==> config.mk <==
export PLATFORM = sky130hd
export DESIGN_NAME = mixed_cycle_csr
export DESIGN_NICKNAME = d
export VERILOG_FILES = /design/src/rtl/mixed_cycle_csr.sv
export SDC_FILE = /design/constraint.sdc
export NUM_CORES = 1
export LEC_CHECK = 0
export CORE_UTILIZATION = 35
export DETAILED_ROUTE_END_ITERATION = 8
export GPL_TIMING_DRIVEN = 0
export MAX_ROUTING_LAYER = met4
export PLACE_DENSITY = 0.63
export RECOVER_POWER = 100
export SKIP_CTS_REPAIR_TIMING = 1
export SYNTH_ARGS = -nofsm -noshare
export SYNTH_HDL_FRONTEND = slang
export SYNTH_SLANG_ARGS = --single-unit
==> constraint.sdc <==
create_clock -name clk -period 4.35 [get_ports clk]
set_clock_uncertainty 0.2 [all_clocks]
set_input_delay 0.6525 -clock clk [delete_from_list [all_inputs] [get_ports clk]]
set_output_delay 0.6525 -clock clk [all_outputs]
set_load 0.005 [all_outputs]
==> src/rtl/mixed_cycle_csr.sv <==
// rtl/mixed_cycle_csr.sv - mixed-precision cycle / skip-size / wrap-count CSR endpoint
//
// Ports:
//   clk, rst          clock, synchronous active-high reset
//   ivec_fmt_i        current vector format (fmt_q tracks it every cycle)
//   hw_we_i           hardware cycle write strobe from the ID-stage controller
//   hw_cycle_i        hardware next cycle value
//   csr_op_i          00 none, 01 write, 10 set, 11 clear
//   csr_addr_i        CSR address (0x00D cycle, 0x00E skip, 0x00F wrap count)
//   csr_wdata_i       CSR write data / mask
//   csr_rdata_o       combinational read data (pre-write value)
//   csr_hit_o         address decodes to one of the three CSRs
//   current_cycle_o   registered cycle to the controller
//   cycle_fwd_o       same-cycle forwarded cycle for the EX operand slicer
//   skip_size_o       registered skip size
//   wrap_o            one-cycle pulse after a group completes

package mixed_cycle_csr_pkg;
    typedef enum logic [3:0] {
        FMT_8      = 4'd0,
        FMT_16     = 4'd1,
        FMT_32     = 4'd2,
        MIXED_2x4  = 4'd3,
        MIXED_2x8  = 4'd4,
        MIXED_2x16 = 4'd5,
        MIXED_4x8  = 4'd6,
        MIXED_4x16 = 4'd7,
        MIXED_8x16 = 4'd8
    } ivec_mode_fmt;
endpackage

module mixed_cycle_csr
    import mixed_cycle_csr_pkg::*;
#(
    parameter int NBITS_MIXED_CYCLES = 3,
    parameter int NBITS_MAX_KER      = 8,
    parameter int WRAP_CNT_W         = 32
) (
    input  logic                          clk,
    input  logic                          rst,
    input  ivec_mode_fmt                  ivec_fmt_i,
    input  logic                          hw_we_i,
    input  logic [NBITS_MIXED_CYCLES-1:0] hw_cycle_i,
    input  logic [1:0]                    csr_op_i,
    input  logic [11:0]                   csr_addr_i,
    input  logic [31:0]                   csr_wdata_i,
    output logic [31:0]                   csr_rdata_o,
    output logic                          csr_hit_o,
    output logic [NBITS_MIXED_CYCLES-1:0] current_cycle_o,
    output logic [NBITS_MIXED_CYCLES-1:0] cycle_fwd_o,
    output logic [NBITS_MAX_KER-1:0]      skip_size_o,
    output logic                          wrap_o
);

    localparam logic [11:0] ADDR_CYCLE = 12'h00D;
    localparam logic [11:0] ADDR_SKIP  = 12'h00E;
    localparam logic [11:0] ADDR_WRAP  = 12'h00F;

    logic [NBITS_MIXED_CYCLES-1:0] cycle_q;
    logic [NBITS_MAX_KER-1:0]      skip_q;
    logic [WRAP_CNT_W-1:0]         wrap_cnt_q;
    logic                          wrap_q;
    ivec_mode_fmt                  fmt_q;

    // Highest legal cycle index for a format; doubles as the mask that keeps
    // cycle_q inside the group (all zero for non-mixed formats).
    function automatic logic [NBITS_MIXED_CYCLES-1:0] max_cycle(input ivec_mode_fmt f);
        case (f)
            MIXED_2x4, MIXED_4x8, MIXED_8x16: return NBITS_MIXED_CYCLES'(1);
            MIXED_2x8, MIXED_4x16:            return NBITS_MIXED_CYCLES'(3);
            MIXED_2x16:                       return NBITS_MIXED_CYCLES'(7);
            default:                          return '0;
        endcase
    endfunction

    // Generic 32-bit write/set/clear; callers truncate to register width.
    function automatic logic [31:0] csr_apply(input logic [1:0] op, input logic [31:0] old,
                                              input logic [31:0] wd);
        case (op)
            2'b01:   return wd;
            2'b10:   return old | wd;
            2'b11:   return old & ~wd;
            default: return old;
        endcase
    endfunction

    logic                          fmt_change;
    logic                          sw_cyc;
    logic                          sw_skip;
    logic                          hw_acc;
    logic                          hw_wrap;
    logic [NBITS_MIXED_CYCLES-1:0] maxc;
    logic [NBITS_MIXED_CYCLES-1:0] hw_masked;
    logic [NBITS_MIXED_CYCLES-1:0] cyc_w;
    logic [NBITS_MAX_KER-1:0]      skip_w;

    assign fmt_change = (ivec_fmt_i != fmt_q);
    assign sw_cyc     = (csr_op_i != 2'b00) && (csr_addr_i == ADDR_CYCLE);
    assign sw_skip    = (csr_op_i != 2'b00) && (csr_addr_i == ADDR_SKIP);
    assign maxc       = max_cycle(ivec_fmt_i);
    assign hw_masked  = hw_cycle_i & maxc;
    assign cyc_w      = NBITS_MIXED_CYCLES'(csr_apply(csr_op_i, 32'(cycle_q), csr_wdata_i));
    assign skip_w     = NBITS_MAX_KER'(csr_apply(csr_op_i, 32'(skip_q), csr_wdata_i));

    // A hardware write only lands when neither a format change nor a software
    // cycle write outranks it; only a landed write can signal a wrap.
    assign hw_acc  = hw_we_i && !fmt_change && !sw_cyc;
    assign hw_wrap = hw_acc && (hw_masked == '0) && (cycle_q != '0);

    always_ff @(posedge clk) begin
        if (rst) begin
            cycle_q    <= '0;
            skip_q     <= NBITS_MAX_KER'(1);
            wrap_cnt_q <= '0;
            wrap_q     <= 1'b0;
            fmt_q      <= ivec_fmt_i;
        end else begin
            fmt_q  <= ivec_fmt_i;
            wrap_q <= hw_wrap;
            if (fmt_change) begin
                cycle_q <= '0;
            end else if (sw_cyc) begin
                cycle_q <= cyc_w & maxc;
            end else if (hw_we_i) begin
                cycle_q <= hw_masked;
            end
            if (hw_wrap) begin
                wrap_cnt_q <= wrap_cnt_q + WRAP_CNT_W'(1);
            end
            // A skip of zero would stall the kernel walk, so it is stored as 1.
            if (sw_skip) begin
                skip_q <= (skip_w == '0) ? NBITS_MAX_KER'(1) : skip_w;
            end
        end
    end

    always_comb begin
        csr_rdata_o = '0;
        csr_hit_o   = 1'b0;
        case (csr_addr_i)
            ADDR_CYCLE: begin csr_rdata_o = 32'(cycle_q);    csr_hit_o = 1'b1; end
            ADDR_SKIP:  begin csr_rdata_o = 32'(skip_q);     csr_hit_o = 1'b1; end
            ADDR_WRAP:  begin csr_rdata_o = 32'(wrap_cnt_q); csr_hit_o = 1'b1; end
            default:    begin csr_rdata_o = '0;              csr_hit_o = 1'b0; end
        endcase
    end

    assign current_cycle_o = cycle_q;
    assign cycle_fwd_o     = hw_acc ? hw_masked : cycle_q;
    assign skip_size_o     = skip_q;
    assign wrap_o          = wrap_q;

endmodule

# After elaboration in Yosys (flattened, before gate mapping)
# Cells that the tools add are included.
# totals
ff_bits,48
latchBits,0
ram_bits,0
mem_bits_ro,0
inputBits,56
output_inout_bits,48
memories,0
# classes
n_addsub,1
mul,0
div_mod_pow,0
n_lt_le_gt_ge,0
n_eq_ne,13
shift,0
mux,9
bitwise,7
n_reduce_logical,17
# op_table
cell,n
$pmux 32 s3,1
$eq 12x4->1 const B,3
$add 32x1->32 const B,1
$pmux 8 s3,1
$pmux 3 s3,2
$eq 4x3->1 const B,4
$and 3x3->3,3
$mux 3,3
$and 8x8->8,1
$logic_not 8->1,1
$mux 8,1
$not 8->8,1
$or 8x8->8,1
$logic_and 1x1->1,6
$reduce_or 3->1,2
$eq 2x2->1 const B,2
$eq 4x2->1 const B,1
$eq 4x4->1 const B,1
$ne 4x4->1,1
$reduce_bool 2->1,2
$reduce_or 2->1,2
$logic_not 3->1,1
$or 3x3->3,1
$reduce_bool 3->1,1
3 further kinds,4

# Logic depth before layout (Yosys ltp)
# depth
ltp_word,7
ltp_mapped,7

# Worst setup path before layout
# Ideal clock, no wire load.
# synth_path
kind,input to output
from,input csr_addr_i[5]
to,output cycle_fwd_o[1]
arrival_ns,2.042
t_required_ns,3.497
slack_ns,1.455
stages,4
path_cell_list,nor4bb_1 nand2_1 o211ai_1 mux2_1
# synth_between
elab_chain_len,5
# synth_rtl
element,line,text
start: declaration,45,"input logic [11:0] csr_addr_i,"
$eq 12x4->1,98,assign sw_cyc = (csr_op_i != 2'b00) && (csr_addr_i == ADDR_CYCLE);
$logic_and 1x1->1,98,
$logic_not 1->1,107,assign hw_acc = hw_we_i && !fmt_change && !sw_cyc;
$logic_and 1x1->1,107,
$mux 3,149,assign cycle_fwd_o = hw_acc ? hw_masked : cycle_q;
end: declaration,50,"output logic [NBITS_MIXED_CYCLES-1:0] cycle_fwd_o,"
# No other way between the ends.

# Worst setup path after layout
# layout_path
from,input csr_addr_i[7]
to,output csr_rdata_o[5]
# layout_between
elab_chain_len,2
# layout_rtl
element,line,text
$eq 12x4->1,140,case (csr_addr_i)
$pmux 32 s3 (*),140,
end: declaration,47,"output logic [31:0] csr_rdata_o,"
# Every way passes the cells marked *; elsewhere a longest branch is shown, timed or not.

==> impl_metrics.env <==
export IMPL_syn_cell_area_sq_mm=0.00324
export IMPL_grt_pass1_vias=3340
export IMPL_hold_viol=0
export IMPL_pwr_share_seq_pct=48.9
export IMPL_cts_root_buffer="clkbuf_8"
export IMPL_intPower_w=0.000677
export IMPL_drc_errors=0
export IMPL_yosysUniqueCellTypes=56
export IMPL_syn_area_per_cell_sq_um=8.06
export IMPL_startpoint_type="input port"
export IMPL_worst_pin_slew_ps=800
export IMPL_clock_sinks=48
export IMPL_ys_top_cells_by_area="dfxtp_1, o311ai_1, o41ai_1, and2_1, nand2_1"
export IMPL_vdd_ir_drop_worst_v=0.0000987
export IMPL_drv_cap=0
export IMPL_die_area_sq_mm=0.00965
export IMPL_drt_iter0_markers=220
export IMPL_endpoint_kind="output pin"
export IMPL_dpl_cell_area_sq_mm=0.00416
export IMPL_grt_start_max_net_pins=16
export IMPL_slowest_stage="dlygate4sd3_1"
export IMPL_slew_violations=0
export IMPL_hpwlAfterDp_mm=7.28
export IMPL_portBuffers=78
export IMPL_clkPwrFrac_pct=39.8
export IMPL_synth_most_common_cell="dfxtp_1"
export IMPL_grt_pass1_wl_mm=16.7
export IMPL_final_min_clock_period_ps=4110
export IMPL_finalCritPeriodShare_pct=94.5
export IMPL_hp_class="flip-flop to flip-flop"
export IMPL_cts_made_buffers=5
export IMPL_pre_cts_slack_ps=-241
export IMPL_yosysTopAreaCellShare_pct=29.6
export IMPL_ant_nets=0
export IMPL_crit_type="input port to output pin"
export IMPL_rsz0062_at_grt="false"
export IMPL_clockBufferDepth=2
export IMPL_fin_area_sq_mm=0.00425
export IMPL_switchingPower_w=0.000227
export IMPL_vias=3488
export IMPL_crit_required_ps=3500
export IMPL_start_util_pct=36.6
export IMPL_synth_seq_cells=48
export IMPL_die_y_um=98.2
export IMPL_crit_chain="clkdlybuf4s50_1 > nor4_2 > nand3_1 > nor2_1 > clkbuf_1 > nand2_1 > o21ai_1 > dlygate4sd3_1"
export IMPL_final_util_pct=48.0
export IMPL_num_rows=34
export IMPL_relSlewSlack_pct=46.6
export IMPL_wl_per_cell_um=16.6
export IMPL_p_comb_share_pct=11.3
export IMPL_cts_tree="yes"
export IMPL_status="finished, final reports clean"
export IMPL_ios=104
export IMPL_yosysWarnings=0
export IMPL_clk_latency_ps=320
export IMPL_fin_nets=543
export IMPL_reg2reg_from="fmt_q[3]"
export IMPL_hp_start="wrap_cnt_q[13]"
export IMPL_globalRouteOverflowTotal=0
export IMPL_swShare_pct=25.1
export IMPL_fmax_mhz=243
export IMPL_synth_area_leader_cell="dfxtp_1"
export IMPL_power_density_mw_per_mm2=213
export IMPL_syn_nets=459
export IMPL_antenna_found_initial=0
export IMPL_worstPathMaxFanout=10
export IMPL_ys_seq_area_share_pct=29.6
export IMPL_vias_per_cell=5.86
export IMPL_grt_usage_pct=22.0
export IMPL_synth_top_cells_by_count="dfxtp_1, nand2_1, and2_1"
export IMPL_synth_edf_count=0
export IMPL_path_clk_slew_ps=110
export IMPL_p_leak_nw=1.52
export IMPL_crit_arrival_ps=3260
export IMPL_die_x_um=98.2
export IMPL_ys_flop_type="dfxtp_1"
export IMPL_h_tree_depth=2
export IMPL_first_pass_iters=7
export IMPL_diodes=0
export IMPL_routabilityCongestion=0.893
export IMPL_setup_violations=0
export IMPL_core_sq_mm=0.00885
export IMPL_cpPeakStageDelay_ps=590
export IMPL_postSynthCellCount=402
export IMPL_cp_startpoint="csr_addr_i[7]"
export IMPL_finalWirelength_mm=9.90
export IMPL_drive_gt1_share_pct=9.24
export IMPL_syn_to_final_growth_pct=31.1
export IMPL_tns_ps=0
export IMPL_setup_ws_ps=239
export IMPL_async_reset_ff_share_pct=0
==> layer usage <==
layer | routed length (um) | GRT usage [%] | up-vias
met5 | 0 | - | -
li1 | - | - | 1700
met4 | 116 | 6.08 | 0
met1 | 4470 | 29.9 | 1642
met3 | 599 | 2.58 | 11
met2 | 4720 | 34.5 | 135
==> worst max-delay path: cells and delay by family <==
family	cells	cell delay (ps)
compound gates	1	100
simple gates	4	1020
buf+inv	3	1480
==> final cells by class <==
class / count / area (sq um)
plain buffers: 26 / 124
clock buffers: 6 / 82.6
clock inverters: 2 / 38.8
fillers: 896 / 4600
inverters: 10 / 37.5
multi-input cells: 317 / 2090
flip-flops and latches: 48 / 961
well taps: 108 / 135
repair buffers: 78 / 781
==> state kept, by name (all words and copies together), names as in the netlist <==
register / count
current_cycle_o: 3
fmt_q: 4
skip_size_o: 8
wrap_cnt_q: 32
wrap_o: 1
==> through the flow <==
| step | total power, W | instances | hold slack [ps] |
|---|---|---|---|
| 3_3_place_gp | 0.000553 | 588 | 273 |
| 2_1_floorplan | 0.000503 | 402 | 255 |
| 3_5_place_dp | 0.000555 | 588 | 274 |
| 6_report | 0.000904 | 595 | 307 |
| 4_1_cts | 0.000909 | 596 | 289 |
| 5_1_grt | 0.000937 | 595 | 330 |
==> logic make-up after synthesis <==
family	count (synthesis)	share of synthesized area, %
muxes	13	4.48
xor gates and xnor gates	5	1.35
and+or+nand+nor	184	33.6
AOI/OAI and AO/OA	114	25.3
adders and majority gates	1	0.386
DFF	48	29.6
buffers and inverters	37	5.21
==> final timing paths <==
kind,end,slack (ps),cells past startpoint
max,csr_rdata_o[5],240,8
min,wrap_cnt_q[13],310,2
max reg2reg,wrap_cnt_q[30],1760,6
min reg2reg,wrap_cnt_q[13],310,2
==> power groups by stage <==
stage	Clock (W)	Sequential, W	Combinational [W]
final	0.000360	0.000442	0.000102
after global routing	0.000383	0.000443	0.000112
after CTS	0.000364	0.000442	0.000103
after detailed placement	0	0.000452	0.000103
after global placement	0	0.000452	0.000101
after floorplan	0	0.000452	0.0000510
==> layout by cell type (no fill, tap or decap), types with 3 or more instances in the layout <==
cell	Yosys	layout
a21oi_1	15	15
a22oi_1	7	7
and2_0	0	15
and2_1	25	10
and3_1	8	8
and4_1	4	4
buf_6	3	3
clkbuf_1	18	20
clkbuf_8	0	6
clkdlybuf4s50_1	0	42
dfxtp_1	48	48
dlygate4sd3_1	0	36
inv_1	8	8
mux2_1	11	11
nand2_1	33	33
nand3_1	11	11
nand4_1	16	16
nor2_1	21	21
nor2b_1	14	14
nor3_1	7	7
nor4_1	2	4
o21ai_0	13	15
o21ai_1	15	13
o22ai_1	5	5
o311ai_0	0	14
o311ai_1	19	6
o31ai_1	5	5
o41ai_1	19	19
or2_2	19	19
or3_1	3	3
or4_1	4	4
xor2_1	5	5
Power figures use the tool's default switching activity.
